===== src/rtl/word_serializer_if.sv =====
// rtl/word_serializer_if.sv - parallel-word in / serial-bit out handshake bundle
interface word_serializer_if #(
  parameter int WORD_WIDTH = 8
);
  logic [WORD_WIDTH-1:0] in_data;
  logic                  in_msb_first;
  logic                  in_valid;
  logic                  in_ready;
  logic                  out_bit;
  logic                  out_valid;
  logic                  out_ready;
  logic                  out_first;
  logic                  out_last;
  logic                  busy;

  modport master (
    output in_data, in_msb_first, in_valid, out_ready,
    input  in_ready, out_bit, out_valid, out_first, out_last, busy
  );

  modport slave (
    input  in_data, in_msb_first, in_valid, out_ready,
    output in_ready, out_bit, out_valid, out_first, out_last, busy
  );
endinterface


===== src/rtl/word_serializer.sv =====
// rtl/word_serializer.sv - shifts a parallel word out one bit per transfer, LSB or MSB first
module word_serializer #(
  parameter int WORD_WIDTH = 8
) (
  input logic               clk,
  input logic               reset,
  word_serializer_if.slave  bus
);
  localparam int CW = (WORD_WIDTH > 1) ? $clog2(WORD_WIDTH) : 1;
  localparam logic [CW-1:0] LAST_IDX = CW'(WORD_WIDTH - 1);

  typedef enum logic {
    IDLE  = 1'b0,
    SHIFT = 1'b1
  } state_t;

  state_t                state;
  logic [WORD_WIDTH-1:0] sreg;
  logic [CW-1:0]         cnt;
  logic [WORD_WIDTH-1:0] rev_data;
  logic                  shifting;
  logic                  in_xfer;
  logic                  out_xfer;

  // MSB-first words are stored reversed so the datapath always emits bit 0
  always_comb begin
    rev_data = '0;
    for (int i = 0; i < WORD_WIDTH; i++) begin
      rev_data[i] = bus.in_data[WORD_WIDTH-1-i];
    end
  end

  assign shifting      = (state == SHIFT);
  assign bus.out_valid = shifting;
  assign bus.busy      = shifting;
  assign bus.out_bit   = shifting & sreg[0];
  assign bus.out_first = shifting & (cnt == '0);
  assign bus.out_last  = shifting & (cnt == LAST_IDX);

  // Refill in the same cycle the last bit leaves keeps words gapless
  assign bus.in_ready = ~reset & (~shifting | (bus.out_last & bus.out_ready));
  assign in_xfer      = bus.in_valid & bus.in_ready;
  assign out_xfer     = bus.out_valid & bus.out_ready;

  always_ff @(posedge clk) begin
    if (reset) begin
      state <= IDLE;
      sreg  <= '0;
      cnt   <= '0;
    end else if (in_xfer) begin
      sreg  <= bus.in_msb_first ? rev_data : bus.in_data;
      cnt   <= '0;
      state <= SHIFT;
    end else if (out_xfer) begin
      if (bus.out_last) begin
        state <= IDLE;
        sreg  <= '0;
        cnt   <= '0;
      end else begin
        sreg <= {1'b0, sreg[WORD_WIDTH-1:1]};
        cnt  <= cnt + CW'(1);
      end
    end
  end
endmodule

===== src/flat_wrapper.sv =====
// flat-port wrapper written by rule: the top's interface ports become plain ports
module word_serializer_flat 
#(
  parameter int WORD_WIDTH = 8
)
  (clk, reset, bus_in_data, bus_in_msb_first, bus_in_valid, bus_out_ready, bus_in_ready, bus_out_bit, bus_out_valid, bus_out_first, bus_out_last, bus_busy);
  word_serializer_if #(.WORD_WIDTH(WORD_WIDTH)) bus_i ();
  input logic clk;
  input logic reset;
  input wire logic [$bits(bus_i.in_data)-1:0] bus_in_data;
  input wire logic [$bits(bus_i.in_msb_first)-1:0] bus_in_msb_first;
  input wire logic [$bits(bus_i.in_valid)-1:0] bus_in_valid;
  input wire logic [$bits(bus_i.out_ready)-1:0] bus_out_ready;
  output wire logic [$bits(bus_i.in_ready)-1:0] bus_in_ready;
  output wire logic [$bits(bus_i.out_bit)-1:0] bus_out_bit;
  output wire logic [$bits(bus_i.out_valid)-1:0] bus_out_valid;
  output wire logic [$bits(bus_i.out_first)-1:0] bus_out_first;
  output wire logic [$bits(bus_i.out_last)-1:0] bus_out_last;
  output wire logic [$bits(bus_i.busy)-1:0] bus_busy;
  assign bus_i.in_data = bus_in_data;
  assign bus_i.in_msb_first = bus_in_msb_first;
  assign bus_i.in_valid = bus_in_valid;
  assign bus_i.out_ready = bus_out_ready;
  assign bus_in_ready = bus_i.in_ready;
  assign bus_out_bit = bus_i.out_bit;
  assign bus_out_valid = bus_i.out_valid;
  assign bus_out_first = bus_i.out_first;
  assign bus_out_last = bus_i.out_last;
  assign bus_busy = bus_i.busy;
  word_serializer #(.WORD_WIDTH(WORD_WIDTH)) u_core (.clk(clk), .reset(reset), .bus(bus_i));
endmodule

===== config.mk =====
export PLATFORM = sky130hd
export DESIGN_NAME = word_serializer_flat
export DESIGN_NICKNAME = d
export VERILOG_FILES = /design/src/rtl/word_serializer_if.sv /design/src/rtl/word_serializer.sv /design/src/flat_wrapper.sv
export SDC_FILE = /design/constraint.sdc
export NUM_CORES = 1
export LEC_CHECK = 0
export ABC_AREA = 1
export BUFFER_PORTS_ARGS = -buffer_cell sky130_fd_sc_hd__buf_2
export CORE_MARGIN = 3
export CORE_UTILIZATION = 50
export CTS_BUF_LIST = sky130_fd_sc_hd__clkbuf_4 sky130_fd_sc_hd__clkbuf_8
export CTS_CLUSTER_SIZE = 10
export DETAILED_ROUTE_END_ITERATION = 8
export HOLD_SLACK_MARGIN = 0.15
export PLACE_DENSITY = 0.74
export SYNTH_ARGS = -nofsm -noshare
export SYNTH_HDL_FRONTEND = slang
export SYNTH_SLANG_ARGS = --single-unit
export TNS_END_PERCENT = 30

===== constraint.sdc =====
create_clock -name clk -period 1.75 [get_ports clk]
set_clock_uncertainty 0.15 [all_clocks]
set_input_delay 0.4375 -clock clk [delete_from_list [all_inputs] [get_ports clk]]
set_output_delay 0.4375 -clock clk [all_outputs]
set_load 0.05 [all_outputs]

==> flow_summary_export.csv <==
group,metric,value,unit
synth,syn_inst,124,
setup_path,path_buf_inv,3,
power_and_ir_drop,p_leak,0.000553,uW
sta,slew-limit-headroom,83.0,%
synth,synth.cell_area,902,sq um
synth,synth_area_per_cell,7.28,sq um
power_and_ir_drop,ir_drop,444,uV
clocking,clock_path_buffers,2,
clocking,cts_tree,"done",
placed_design,dpl.hpwl,1.45,mm
setup_path,cp.required,1.16,ns
floorplanning,pin_count,19,
placed_design,portBuffers,18,
route,first_pass_iters,4,
global_routing,grt_pass1_wl,3.40,mm
setup_path,worstSetupEndpointType,"output port",
sta,rsz0062_at_grt,"true",
sta,finalSetupViolCount,3,
setup_path,cp_cell_sequence,"ha_4 > ha_4 > buf_6 > nand2_2 > inv_2 > buf_8",
finish,fillers,117,
setup_path,worst-path-stages,6,
sta,slew_viol_final,0,
setup_path,critPathArrivalTime,1.28,ns
synth,synth_warnings,0,
route,vias_per_cell,4.89,
finish,fin_area,0.00115,sq mm
placed_design,place_congestion,0.761,
finish,diodes,0,
setup_path,crit_end,"bus_out_last",
floorplanning,die_w,48.5,um
run_status,violations,"negative setup slack",
synth,ys_ff_latch,12,
setup_path,cp_max_fo,2,
floorplanning,rows,14,
clocking,cts-buffers-inserted,3,
global_routing,antenna_found_initial,0,
route,drc,0,
setup_path,crit_family,"flip-flops",
setup_path,r2r_slack,0.08,ns
placed_design,placed_area,0.00101,sq mm
clocking,cts_root_buf,"clkbuf_4",
global_routing,grt_pass1_vias,814,
clocking,cts.clk_slew.worst_paths,0.08,ns
floorplanning,start_util,56.6,%
setup_path,path_common_cell,"ha_4",
sta,tightest_slew,0.255,ns
route,drt-initial-drc-count,9,
power_and_ir_drop,power_density,569,mW/mm^2
sta,final.min_clock_period,1.87,ns
sta,timing.final.ws_setup,-0.116,ns
route,drtAntennaViolNets,0,
floorplanning,fp.dieArea,0.00235,sq mm
synth,synthesis.nets,140,
clocking,clk_latency,0.27,ns
job,maxCapViolCount,0,
global_routing,grt_max_degree,18,
route,wl_per_cell,11.4,um
clocking,cts.sinks,12,
finish,area_growth,27.0,%
sta,hold_violations,0,
route,vias,841,
setup_path,max_stage_delay,0.35,ns
sta,fin_crit_sh,107,%
clocking,cts_hold_buf,0,
setup_path,r2r.worst_path.cells,9,
route,routed_wl,1.97,mm
clocking,htree_levels,1,
global_routing,globalRouteTotalUtil,17.8,%
setup_path,startpoint,"u_core.cnt[1]$_SDFFE_PP0P_",
finish,layout-drive-gt1-share,45.3,%
finish,final_util,71.9,%
setup_path,crit_path_start_kind,"register",
finish,fin_cells,172,
finish,nets,166,
placed_design,dp.cells,167,
synth,synth.distinct_cells,21,
setup_path,rr_startpoint,"u_core.cnt[1]$_SDFFE_PP0P_",
sta,clock.fmax,536,MHz
floorplanning,die_y,48.5,um
setup_path,critPathKind,"register to output port",
synth,synth.yosys.seq_area_share,26.6,%
floorplanning,core,0.00159,sq mm
setup_path,r2r-end,"u_core.sreg[5]$_SDFFE_PP0P_",
run_status,outcome,"finished, violations left",
setup_path,slowest_stage,"dfxtp_4",
worst_hold_path,hold_path.class,"primary input to register",
global_routing,grt.overflow.total,0,
final cells by class:
cell class	instances	area [sq um]	area share, %
Clock buffer	3	22.5	1.97
Inverter	15	70.1	6.11
Multi-Input combinational cell	91	591	51.5
Sequential cell	12	249	21.7
Tap cell	24	30.0	2.62
Timing Repair Buffer	27	184	16.0
sequential cells by signal, indices dropped and copies added, names as in the netlist:
signal,flops
u_core.sreg,8
u_core.cnt,3
u_core.bus.busy,1
through the flow:
stage          worst slack (ns)  hold slack [ns]  TNS [ns]  total power (uW)
2_1_floorplan            -0.179            0.301    -0.269               450
3_3_place_gp             0.0658            0.316         0               476
3_5_place_dp             0.0296            0.324         0               482
4_1_cts                  -0.123            0.253    -0.335               654
5_1_grt                  -0.170            0.270    -0.548               694
6_report                 -0.116            0.278    -0.313               652
layer usage:
metal	GRT usage [%]	wire length [um]	part of all wire (%)	up-vias
met5	0	0	0	-
met1	22.8	868	44	374
met4	2.37	14	0.71	0
met3	5.83	75	3.8	2
met2	30.0	1010	51	19
li1	-	-	-	446
worst min-delay path by stage:
stage	startpoint	endpoint	cells after the start
after floorplan	u_core.sreg[7]$_SDFFE_PP0P_	u_core.sreg[7]$_SDFFE_PP0P_	2
after global placement	u_core.sreg[3]$_SDFFE_PP0P_	u_core.sreg[3]$_SDFFE_PP0P_	2
after detailed placement	u_core.sreg[2]$_SDFFE_PP0P_	u_core.sreg[2]$_SDFFE_PP0P_	2
after CTS	reset	u_core.bus.busy$_SDFFE_PP0P_	2
after global routing	reset	u_core.bus.busy$_SDFFE_PP0P_	2
final	reset	u_core.bus.busy$_SDFFE_PP0P_	2
what timing repair did:
action                                  CTS  global route
pin swaps                                 3             7
setup buffers                             1             1
gates resized for setup                  17             9
endpoints found under the setup margin    3             4
kinds of logic (layout without fill, tap and decap cells):
| kind of cell | after synthesis | count (layout) | share of synthesized area (%) |
|---|---|---|---|
| and+or+nand+nor | 74 | 74 | 42.2 |
| buffers and inverters | 21 | 45 | 15.3 |
| AOI/OAI and AO/OA | 14 | 14 | 11.8 |
| DFF | 12 | 12 | 26.6 |
| adders and majority gates | 3 | 3 | 4.16 |
cells in the final DEF (no fill, tap or decap), drive strengths merged, types with 3 or more instances in the layout:
master / synthesis / routed
clkbuf: 2 / 3
dfxtp: 12 / 12
ha: 3 / 3
a21oi: 12 / 12
nand3: 10 / 10
nand2: 52 / 52
nor2: 5 / 5
nand4: 7 / 7
buf: 4 / 27
inv: 14 / 14
report_power, final:
| group | switching [uW] | internal, uW |
|---|---|---|
| Clock | 83.3 | 79.4 |
| Sequential | 15.4 | 287 |
| Combinational | 114 | 71.8 |
| Total | 213 | 439 |
cell usage after synthesis:
cell type  count  share of area (%)
a21oi_1        3                1.7
a21oi_2        9                8.7
a22oi_1        1               0.83
buf_12         1                2.2
buf_2          1               0.55
buf_4          2                1.7
bufinv_8       1                1.9
clkbuf_8       2                3.1
dfxtp_1       12                 27
ha_1           3                4.2
inv_1         14                5.8
nand2_1       49                 20
nand2_2        2                1.4
nand2_4        1                1.2
nand3_1        1               0.55
nand3_2        8                8.9
nand3_4        1                1.9
nand4_1        7                4.9
nor2_1         4                1.7
nor2_4         1                1.2
o21ai_0        1               0.55
Power figures use the tool's default switching activity.
